--- config.mk ---
export PLATFORM = sky130hd
export DESIGN_NAME = sc_levelsequencer
export DESIGN_NICKNAME = d
export VERILOG_FILES = /design/src/rtl/sc_levelsequencer_pkg.sv /design/src/rtl/sc_tickdivider.sv /design/src/rtl/sc_levelsequencer.sv
export SDC_FILE = /design/constraint.sdc
export NUM_CORES = 1
export LEC_CHECK = 0
export ABC_AREA = 1
export ABC_CLOCK_PERIOD_IN_PS = 1600
export CAP_MARGIN = 15
export CORE_ASPECT_RATIO = 1.25
export CORE_UTILIZATION = 51
export DETAILED_ROUTE_END_ITERATION = 10
export GPL_TIMING_DRIVEN = 0
export PLACE_DENSITY = 0.81
export RECOVER_POWER = 50
export SKIP_LAST_GASP = 1
export SLEW_MARGIN = 10
export SYNTH_ARGS = -nofsm -noshare
export SYNTH_HDL_FRONTEND = slang
export SYNTH_HIERARCHICAL = 1
export SYNTH_SLANG_ARGS = --single-unit
--- constraint.sdc ---
create_clock -name sc_levelsequencer_CLOCK_50 -period 1.6 [get_ports sc_levelsequencer_CLOCK_50]
set_input_delay 0.16 -clock sc_levelsequencer_CLOCK_50 [delete_from_list [all_inputs] [get_ports sc_levelsequencer_CLOCK_50]]
set_output_delay 0.16 -clock sc_levelsequencer_CLOCK_50 [all_outputs]
set_load 0.02 [all_outputs]
--- src/rtl/sc_levelsequencer_pkg.sv ---
// Shared encodings for the level sequencer and the background-type row register.
// Holds state codes, shift-selection codes and screen-index constants.
package sc_levelsequencer_pkg;

  typedef logic [3:0] state_t;

  localparam state_t ST_IDLE_LOAD  = 4'd0;
  localparam state_t ST_IDLE       = 4'd1;
  localparam state_t ST_TRANS_LOAD = 4'd2;
  localparam state_t ST_TRANS_WAIT = 4'd3;
  localparam state_t ST_LEVEL_LOAD = 4'd4;
  localparam state_t ST_PLAY       = 4'd5;
  localparam state_t ST_WIN_LOAD   = 4'd6;
  localparam state_t ST_WIN        = 4'd7;
  localparam state_t ST_LOSE       = 4'd8;

  localparam logic [1:0] SHIFT_HOLD  = 2'b00;
  localparam logic [1:0] SHIFT_LEFT  = 2'b01;
  localparam logic [1:0] SHIFT_RIGHT = 2'b10;

  localparam logic [3:0] TC_START = 4'd0;
  localparam logic [3:0] TC_WIN   = 4'd9;

  // Even levels alternate direction: 2 and 6 scroll left, 4 and 8 scroll right.
  function automatic logic [1:0] shift_code(input logic [3:0] tc);
    logic [1:0] code;
    case (tc)
      4'd2, 4'd6: code = SHIFT_LEFT;
      4'd4, 4'd8: code = SHIFT_RIGHT;
      default:    code = SHIFT_HOLD;
    endcase
    return code;
  endfunction

endpackage

--- src/rtl/sc_tickdivider.sv ---
// Modulo-N tick counter; o_done is combinational on the N-th enabled tick.
// i_clear synchronously reloads zero and suppresses o_done in that cycle.
module sc_tickdivider #(
  parameter logic [3:0] N = 4'd8
) (
  input  logic i_clk,
  input  logic i_rst_n,
  input  logic i_clear,
  input  logic i_tick,
  output logic o_done
);

  logic [3:0] r_count;
  logic       w_last;

  assign w_last = (r_count == (N - 4'd1));
  assign o_done = i_tick & ~i_clear & w_last;

  always_ff @(posedge i_clk or negedge i_rst_n) begin
    if (!i_rst_n) begin
      r_count <= 4'd0;
    end else if (i_clear) begin
      r_count <= 4'd0;
    end else if (i_tick) begin
      r_count <= w_last ? 4'd0 : (r_count + 4'd1);
    end
  end

endmodule

--- src/rtl/sc_levelsequencer.sv ---
// Game-flow FSM driving the background row register: START, transitions, levels 1..4, WIN/LOSE.
// All outputs registered, one cycle after the deciding input; inputs are pulses, no backpressure.
module sc_levelsequencer
  import sc_levelsequencer_pkg::*;
#(
  parameter logic [3:0] TRANS_TICKS   = 4'd8,
  parameter logic [3:0] SHIFT_TICKS   = 4'd3,
  parameter logic [1:0] LIVES_INIT    = 2'd3,
  parameter logic [3:0] LAST_LEVEL_TC = 4'd8
) (
  input  logic       sc_levelsequencer_CLOCK_50,
  input  logic       sc_levelsequencer_RESET_InLow,
  input  logic       sc_levelsequencer_start_InLow,
  input  logic       sc_levelsequencer_tick_In,
  input  logic       sc_levelsequencer_frogarrived_In,
  input  logic       sc_levelsequencer_collision_In,
  input  logic       sc_levelsequencer_goalsfull_In,
  output logic [3:0] sc_levelsequencer_transitioncounter_OutBUS,
  output logic       sc_levelsequencer_clear_OutLow,
  output logic       sc_levelsequencer_load_OutLow,
  output logic       sc_levelsequencer_LoadFinalRegister_OutLow,
  output logic [1:0] sc_levelsequencer_shiftselection_Out,
  output logic [1:0] sc_levelsequencer_lives_OutBUS
);

  localparam logic [3:0] W_TC_FINAL = LAST_LEVEL_TC + 4'd1;

  state_t     r_state;
  state_t     w_state_nxt;
  logic       r_start_q;
  logic [3:0] r_tc;
  logic [1:0] r_lives;
  logic       r_clear_n;
  logic       r_load_n;
  logic       r_lf_n;
  logic [1:0] r_shift;

  logic [3:0] w_tc_nxt;
  logic [1:0] w_lives_nxt;
  logic       w_clear_n_nxt;
  logic       w_load_n_nxt;
  logic       w_lf_n_nxt;
  logic [1:0] w_shift_nxt;

  logic w_start_edge;
  logic w_tc_bad;
  logic w_trans_clr;
  logic w_trans_en;
  logic w_trans_done;
  logic w_shift_clr;
  logic w_shift_en;
  logic w_shift_done;

  assign w_start_edge = r_start_q & ~sc_levelsequencer_start_InLow;
  assign w_tc_bad     = (r_tc > TC_WIN);

  assign w_trans_clr = (r_state == ST_TRANS_LOAD);
  assign w_trans_en  = (r_state == ST_TRANS_WAIT) & sc_levelsequencer_tick_In;

  // A tick that coincides with any other play event is dropped, not deferred.
  assign w_shift_clr = (r_state == ST_LEVEL_LOAD);
  assign w_shift_en  = (r_state == ST_PLAY) & sc_levelsequencer_tick_In
                     & ~sc_levelsequencer_collision_In
                     & ~sc_levelsequencer_frogarrived_In
                     & ~sc_levelsequencer_goalsfull_In;

  sc_tickdivider #(.N(TRANS_TICKS)) u_trans_div (
    .i_clk   (sc_levelsequencer_CLOCK_50),
    .i_rst_n (sc_levelsequencer_RESET_InLow),
    .i_clear (w_trans_clr),
    .i_tick  (w_trans_en),
    .o_done  (w_trans_done)
  );

  sc_tickdivider #(.N(SHIFT_TICKS)) u_shift_div (
    .i_clk   (sc_levelsequencer_CLOCK_50),
    .i_rst_n (sc_levelsequencer_RESET_InLow),
    .i_clear (w_shift_clr),
    .i_tick  (w_shift_en),
    .o_done  (w_shift_done)
  );

  always_ff @(posedge sc_levelsequencer_CLOCK_50 or negedge sc_levelsequencer_RESET_InLow) begin
    if (!sc_levelsequencer_RESET_InLow) begin
      r_state <= ST_IDLE_LOAD;
    end else begin
      r_state <= w_state_nxt;
    end
  end

  always_comb begin
    w_state_nxt = r_state;
    case (r_state)
      ST_IDLE_LOAD:  w_state_nxt = ST_IDLE;
      ST_IDLE:       if (w_start_edge) w_state_nxt = ST_TRANS_LOAD;
      ST_TRANS_LOAD: w_state_nxt = ST_TRANS_WAIT;
      ST_TRANS_WAIT: if (w_trans_done) w_state_nxt = ST_LEVEL_LOAD;
      ST_LEVEL_LOAD: w_state_nxt = ST_PLAY;
      ST_PLAY: begin
        if (sc_levelsequencer_collision_In) begin
          w_state_nxt = (r_lives > 2'd1) ? ST_LEVEL_LOAD : ST_LOSE;
        end else if (sc_levelsequencer_frogarrived_In) begin
          w_state_nxt = ST_PLAY;
        end else if (sc_levelsequencer_goalsfull_In) begin
          w_state_nxt = (r_tc == LAST_LEVEL_TC) ? ST_WIN_LOAD : ST_TRANS_LOAD;
        end
      end
      ST_WIN_LOAD:   w_state_nxt = ST_WIN;
      ST_WIN,
      ST_LOSE:       if (w_start_edge) w_state_nxt = ST_IDLE_LOAD;
      default:       w_state_nxt = ST_IDLE_LOAD;
    endcase
    if (w_tc_bad) w_state_nxt = ST_IDLE_LOAD;
  end

  always_comb begin
    w_tc_nxt      = r_tc;
    w_lives_nxt   = r_lives;
    w_clear_n_nxt = 1'b1;
    w_load_n_nxt  = 1'b1;
    w_lf_n_nxt    = 1'b1;
    w_shift_nxt   = SHIFT_HOLD;
    case (r_state)
      ST_IDLE_LOAD: begin
        w_load_n_nxt = 1'b0;
        w_tc_nxt     = TC_START;
      end
      ST_IDLE: begin
        if (w_start_edge) begin
          w_tc_nxt    = TC_START + 4'd1;
          w_lives_nxt = LIVES_INIT;
        end
      end
      ST_TRANS_LOAD,
      ST_LEVEL_LOAD,
      ST_WIN_LOAD: w_load_n_nxt = 1'b0;
      ST_TRANS_WAIT: begin
        if (w_trans_done) w_tc_nxt = r_tc + 4'd1;
      end
      ST_PLAY: begin
        if (sc_levelsequencer_collision_In) begin
          if (r_lives > 2'd1) begin
            w_lives_nxt = r_lives - 2'd1;
          end else begin
            w_lives_nxt   = 2'd0;
            w_clear_n_nxt = 1'b0;
          end
        end else if (sc_levelsequencer_frogarrived_In) begin
          w_lf_n_nxt = 1'b0;
        end else if (sc_levelsequencer_goalsfull_In) begin
          w_tc_nxt = (r_tc == LAST_LEVEL_TC) ? W_TC_FINAL : (r_tc + 4'd1);
        end else if (w_shift_done) begin
          w_shift_nxt = shift_code(r_tc);
        end
      end
      ST_WIN,
      ST_LOSE: begin
        if (w_start_edge) begin
          w_tc_nxt    = TC_START;
          w_lives_nxt = LIVES_INIT;
        end
      end
      default: ;
    endcase
    // An out-of-range screen index aborts to a clean restart with no strobes.
    if (w_tc_bad) begin
      w_tc_nxt      = TC_START;
      w_lives_nxt   = LIVES_INIT;
      w_clear_n_nxt = 1'b1;
      w_load_n_nxt  = 1'b1;
      w_lf_n_nxt    = 1'b1;
      w_shift_nxt   = SHIFT_HOLD;
    end
  end

  always_ff @(posedge sc_levelsequencer_CLOCK_50 or negedge sc_levelsequencer_RESET_InLow) begin
    if (!sc_levelsequencer_RESET_InLow) begin
      r_start_q <= 1'b1;
      r_tc      <= TC_START;
      r_lives   <= LIVES_INIT;
      r_clear_n <= 1'b1;
      r_load_n  <= 1'b1;
      r_lf_n    <= 1'b1;
      r_shift   <= SHIFT_HOLD;
    end else begin
      r_start_q <= sc_levelsequencer_start_InLow;
      r_tc      <= w_tc_nxt;
      r_lives   <= w_lives_nxt;
      r_clear_n <= w_clear_n_nxt;
      r_load_n  <= w_load_n_nxt;
      r_lf_n    <= w_lf_n_nxt;
      r_shift   <= w_shift_nxt;
    end
  end

  assign sc_levelsequencer_transitioncounter_OutBUS = r_tc;
  assign sc_levelsequencer_clear_OutLow             = r_clear_n;
  assign sc_levelsequencer_load_OutLow              = r_load_n;
  assign sc_levelsequencer_LoadFinalRegister_OutLow = r_lf_n;
  assign sc_levelsequencer_shiftselection_Out       = r_shift;
  assign sc_levelsequencer_lives_OutBUS             = r_lives;

endmodule

# After elaboration in Yosys (flattened, before gate mapping)
# Index checks and enable logic that the tools add are counted.
[op_classes]
add_sub_neg = 4
n_lt_le_gt_ge = 2
eq_ne = 23
n_mux = 46
bitwise = 16
n_reduce_logical = 13
[op_table]
columns = ["cell", "n"]
rows = [
  ["$mux 4", 21],
  ["$pmux 4 s8", 1],
  ["$eq 4x3->1 const B", 7],
  ["$mux 2", 10],
  ["$pmux 4 s5", 1],
  ["$ne 3x3->1 const B", 6],
  ["$eq 4x2->1 const B", 4],
  ["$add 4x1->4 const B", 3],
  ["$and 1x1->1", 10],
  ["$mux 1", 10],
  ["$eq 4x4->1 const B", 2],
  ["$pmux 2 s2", 2],
  ["$reduce_and 7->1", 1],
  ["$not 1->1", 6],
  ["$reduce_bool 6->1", 1],
  ["$reduce_or 2->1", 3],
  ["$ne 5x5->1 const B", 1],
  ["$eq 4x1->1 const B", 1],
  ["$gt 4x4->1 const B", 1],
  ["$logic_not 4->1", 1],
  ["$reduce_and 4->1", 1],
  ["$reduce_bool 2->1", 2],
  ["$reduce_or 4->1", 1],
  ["$mux 3", 1],
  ["other kinds (7)", 7],
]
[totals]
ff_bits = 24
wordCells = 114

# Logic depth before layout (Yosys ltp)
[logic_depth]
depth_word = 13
mapped_depth = 13

# Modules after synthesis
# Netlist, hierarchy kept.
[modules_own_cells]
columns = ["mod", "n_inst", "cells_per_inst", "area_per_inst_um2"]
rows = [
  ["sc_levelsequencer", 1, 161, 1218.7],
  ["sc_tickdivider at u_shift_div", 1, 33, 242.7],
  ["sc_tickdivider at u_trans_div", 1, 28, 230.2],
]

# Worst setup path after synthesis
# No wires, ideal clock.
[synth_timing]
kind = "register -> register"
start = "register r_tc[0] (netlist: sc_levelsequencer_transitioncounter_OutBUS[0])"
end = "register r_tc[0] (netlist: sc_levelsequencer_transitioncounter_OutBUS[0])"
arrival_time_ns = 1.588
required_time_ns = 1.535
slack_ns = -0.053
path_stages_with_launch = 11
synth_period_minus_slack_ns = 1.653
cell_sequence = "dfrtp_1 > inv_1 > ha_1 > o21ai_2 > nand2_2 > buf_6 > nand3_1 > nand2_2 > nor2_4 > nand3_1 > nand2_1"
[synth_between]
elab_chain_len = 7
elab_cells_between_ends = 18
classes_between = "add/sub: 1; order compare: 1; eq/ne: 7; mux: 7; reduce/logical: 2"
[synth_lines]
columns = ["element", "line", "source"]
rows = [
  ["start, declared", "sc_levelsequencer.sv:31", "logic [3:0] r_tc;"],
  ["start signal, assigned", "sc_levelsequencer.sv:187", "r_tc <= w_tc_nxt;"],
  ["$add 4x1->4 / $eq 4x4->1 (equally long branches)", "sc_levelsequencer.sv:138, sc_levelsequencer.sv:151", ""],
  ["$mux 4", "sc_levelsequencer.sv:151", "w_tc_nxt = (r_tc == LAST_LEVEL_TC) ? W_TC_FINAL : (r_tc + 4'd1);"],
  ["$mux 4", "sc_levelsequencer.sv:150", "end else if (sc_levelsequencer_goalsfull_In) begin"],
  ["$mux 4", "sc_levelsequencer.sv:148", "end else if (sc_levelsequencer_frogarrived_In) begin"],
  ["$mux 4", "sc_levelsequencer.sv:141", "if (sc_levelsequencer_collision_In) begin"],
  ["$pmux 4 s5", "sc_levelsequencer.sv:123", "case (r_state)"],
  ["$mux 4", "sc_levelsequencer.sv:166", "if (w_tc_bad) begin"],
]
# Parallel ways exist; a longest one is shown, timed or not. The select of a mux whose other input is x is not followed.
# A chain may end at the register's enable or synchronous reset.

# Final worst setup path
[layout_timing]
start = "register r_state[3]"
end = "register r_state[2]"
[layout_between]
elab_chain_len = 6
elab_cells_between_ends = 21
classes_between = "eq/ne: 12; mux: 2; bitwise: 4; reduce/logical: 3"
[layout_lines]
columns = ["element", "line", "source"]
rows = [
  ["start, declared", "sc_levelsequencer.sv:28", "state_t r_state;"],
  ["start signal, assigned", "sc_levelsequencer.sv:87", "r_state <= w_state_nxt;"],
  ["$eq 4x2->1", "sc_levelsequencer.sv:57", "assign w_trans_clr = (r_state == ST_TRANS_LOAD);"],
  ["named net w_trans_clr", "sc_levelsequencer.sv:47", "logic w_trans_clr;"],
  ["$not 1->1", "sc_tickdivider.sv:17", "assign o_done = i_tick & ~i_clear & w_last;"],
  ["$and 1x1->1 (2 in series)", "sc_tickdivider.sv:17", ""],
  ["named net w_trans_done", "sc_levelsequencer.sv:49", "logic w_trans_done;"],
  ["$ne 3x2->1 (no source line)", "--", ""],
  ["$reduce_and 4->1 (no source line)", "--", ""],
]
# The timed path passes the listed nets, and every way through them passes these cells.

==> reports/qor.csv <==
stage,metric,value,unit
finish,n_fill_cell,233,
status,violations,negative setup slack,
logic_synthesis,yosysMostFrequentCell,nand2_1,
floorplan,die-area,0.00355,sq mm
grt,antenna_found_initial,0,
cts,clkSinkCount,24,
routing,firstDrtPassIters,4,
logic_synthesis,synth-simple-area-share,43.9,%
logic_synthesis,synth.distinct_cells,34,
logic_synthesis,synth_top_area_share,26.6,%
hold_path,hp-class,in -> async,
finish,final-seq-area,614,sq um
logic_synthesis,synth-edff-count,0,
finish,multi_input_area,0.00107,sq mm
finish,drive_gt1_share,38.1,%
cts,hold_buffers,0,
logic_synthesis,yosys-top-cells-count,"nand2_1, inv_1, nand3_1",
setup_path,r2r_end,r_state[2]$_DFFE_PN0P_,
grt,grt_pass1_wl,6.26,mm
job,maxCapViolCount,0,
grt,grt_remaining_overflow,0,
place,gp_congestion,0.919,
cts,cts_buffers,3,
setup_path,startpoint,r_state[3]$_DFFE_PN0P_,
logic_synthesis,postSynthCellCount,222,
timing,fin_crit_sh,107,%
routing,routed_wl,4.07,mm
setup_path,rrSetupSlack,-0.11,ns
grt,grt_pass1_vias,1404,
routing,via_per_inst,5.38,
logic_synthesis,synthMuxAreaShare,0,%
logic_synthesis,synth_flop_cell,dfrtp_1,
timing,max_freq,585,MHz
grt,track_usage,25.0,%
grt,grt_max_degree,25,
logic_synthesis,synth_warnings,6,
routing,drcViolationCount,0,
routing,first_iter_violations,63,
setup_path,arrival,1.92,ns
setup_path,r2r_start,r_state[3]$_DFFE_PN0P_,
cts,root_buffer,clkbuf_8,
routing,ant_nets,0,
logic_synthesis,synth_fp_nets,236,
routing,dr_total_vias,1640,
setup_path,crit_required,1.81,ns
timing,fin_ws,-0.109,ns
logic_synthesis,synth.area.top_cells,"dfrtp_1, nand2_1, dfstp_2",
logic_synthesis,ys_seq_elements,24,
cts,clk_pin_slew,0.09,ns
floorplan,die_h,66.4,um
logic_synthesis,synth_area,0.00169,sq mm
cts,cts_htree_levels,1,
setup_path,reg2regPathDepth,12,
status,status,"finished, violations left",
floorplan,die_x,53.5,um
finish,syn_to_final_growth,34.8,%
setup_path,endpoint,r_state[2]$_DFFE_PN0P_,
logic_synthesis,synth_xor_area_share,2.07,%
timing,finClkSkew,0.00600,ns
cts,cts_tree,yes,
logic_synthesis,ys_async_sr_fraction,100,%
place,placed_area,0.00191,sq mm
logic_synthesis,synth_top_family_by_area,simple AND/OR/NAND/NOR gates,
timing,setup_viol,8,
power_and_ir_drop,ir_drop,954,uV
cts,clk_latency,0.28,ns
timing,hold_viol_final,0,
timing,drv_slew,0,
logic_synthesis,synthAdderAreaFrac,5.18,%
logic_synthesis,yosysTopAreaCell,dfrtp_1,
finish,design_area,0.00228,sq mm
logic_synthesis,avgSynthCellArea,7.62,sq um
logic_synthesis,synth-compound-area-share,5.18,%
timing,rsz0062_at_grt,yes,
finish,nNetsFinal,283,
setup_path,path_max_fanout,6,
floorplan,io_pins,18,
floorplan,placementRows,23,
setup_path,endpoint_kind,flip-flop,
timing,post-route-min-period,1.71,ns
setup_path,start_kind,flip-flop,
floorplan,core,0.00319,sq mm
place,hpwl,2.44,mm
timing,tightest_slew,0.837,ns
power_and_ir_drop,p_leak,0.00114,uW
logic_synthesis,seq_area_frac_synth,35.9,%
cts,clk_path_buf_depth,2,
floorplan,start_util,53.0,%
power_and_ir_drop,power.density,1630,mW/mm^2
setup_path,critPathKind,reg -> reg,
finish,diodes,0,
timing,maxSlewHeadroom,44.2,%
place,pre_cts_slack,-0.334,ns
place,portBuffers,17,
routing,wire_per_inst,13.4,um
==> layout by cell type (no fill, tap or decap), types with 2 or more instances in the layout <==
cell type / Yosys / routed
a21oi_2: 1 / 2
buf_4: 1 / 23
buf_6: 1 / 2
clkbuf_1: 0 / 2
clkbuf_8: 0 / 3
clkdlybuf4s50_1: 0 / 13
dfrtp_1: 18 / 13
dfrtp_2: 0 / 5
dfstp_2: 6 / 6
dlygate4sd3_1: 0 / 2
ha_1: 7 / 6
inv_1: 20 / 19
inv_2: 6 / 8
nand2_1: 67 / 63
nand2_2: 9 / 11
nand2_4: 3 / 5
nand3_1: 20 / 16
nand3_2: 4 / 7
nand3_4: 2 / 3
nand4_1: 4 / 4
nor2_1: 18 / 11
nor2_2: 6 / 7
nor2_4: 3 / 9
o21ai_0: 3 / 3
o21ai_1: 4 / 4
o21ai_2: 2 / 2
xor2_1: 3 / 3
==> routing by layer <==
metal	up-vias	routed length, um	global-route usage, %
met5	-	0	0
met1	778	1610	29.8
met2	56	2100	41.6
met3	11	218	4.14
li1	795	-	-
met4	0	146	13.5
==> sequential cells by signal, summed over array words and instances (netlist names) <==
signal                                      count
u_trans_div/r_count                             4
sc_levelsequencer_load_OutLow                   1
r_start_q                                       1
sc_levelsequencer_transitioncounter_OutBUS      4
sc_levelsequencer_lives_OutBUS                  2
u_shift_div/r_count                             4
sc_levelsequencer_shiftselection_Out            2
sc_levelsequencer_clear_OutLow                  1
r_state                                         4
sc_levelsequencer_LoadFinalRegister_OutLow      1
==> how the worst min path moves through the flow <==
stage | from | end | slack, ns | cells after the start
after CTS | sc_levelsequencer_start_InLow | r_start_q$_DFF_PN1_ | 0.31 | 1
after detailed placement | sc_levelsequencer_lives_OutBUS[0]$_DFFE_PN1P_ | sc_levelsequencer_lives_OutBUS[0]$_DFFE_PN1P_ | 0.47 | 2
after floorplan | sc_levelsequencer_RESET_InLow | r_state[0]$_DFFE_PN0P_ | -0.14 | 0
final | sc_levelsequencer_RESET_InLow | u_trans_div/r_count[2]$_DFFE_PN0P_ | 0.23 | 1
after global routing | sc_levelsequencer_RESET_InLow | u_trans_div/r_count[1]$_DFFE_PN0P_ | 0.26 | 1
after global placement | sc_levelsequencer_lives_OutBUS[0]$_DFFE_PN1P_ | sc_levelsequencer_lives_OutBUS[0]$_DFFE_PN1P_ | 0.47 | 2
==> metrics by stage <==
stage	instances	total power [uW]	TNS (ns)	utilization, %	hold slack (ns)
after floorplan	222	2280	0	-	-0.136
after global placement	276	2660	-2.46	59.9	0.472
after detailed placement	276	2690	-2.83	59.9	0.472
after CTS	294	3390	0	66.9	0.314
after global routing	305	4000	-1.51	71.4	0.262
final	305	3720	-0.741	71.4	0.226
==> power by group <==
group	internal [uW]	switching, uW
Combinational	1030	1340
Clock	179	205
Sequential	800	168
==> critical path, stage by stage, from the launching register on <==
cell and delay [ns]:
dfrtp_2 0.50, nor2_4 0.16, nand2_2 0.07, nor2_2 0.10, inv_1 0.08, nand2_2 0.12, nor2_4 0.05, nor2_4 0.11
nand2_4 0.08, buf_12 0.13, nand3_4 0.10, nand2_1 0.06, o21ai_1 0.06
==> repair_timing <==
item / CTS / global route
endpoints found under the setup margin: 17 / 17
setup buffers: 14 / 11
gates resized for setup: 21 / 16
pin swaps: 7 / 21
==> logic make-up (layout without fill, tap and decap cells) <==
logic type,count (synthesis),count (layout)
AND/OR/NAND/NOR,142,142
buffers and inverters,31,77
flip-flops,24,24
AO/OA/AOI/OAI,14,14
adder cells (fa/ha/maj),7,7
XOR/XNOR,4,4
==> area by class of cell <==
| type | count | area share [%] |
|---|---|---|
| multi-input cells | 167 | 46.9 |
| flip-flops and latches | 24 | 26.9 |
| repair buffers | 42 | 16.1 |
| inverters | 27 | 4.45 |
| well taps | 37 | 2.03 |
| clock buffers | 4 | 1.98 |
| plain buffers | 4 | 1.54 |
(Power assumes the default switching activity.)
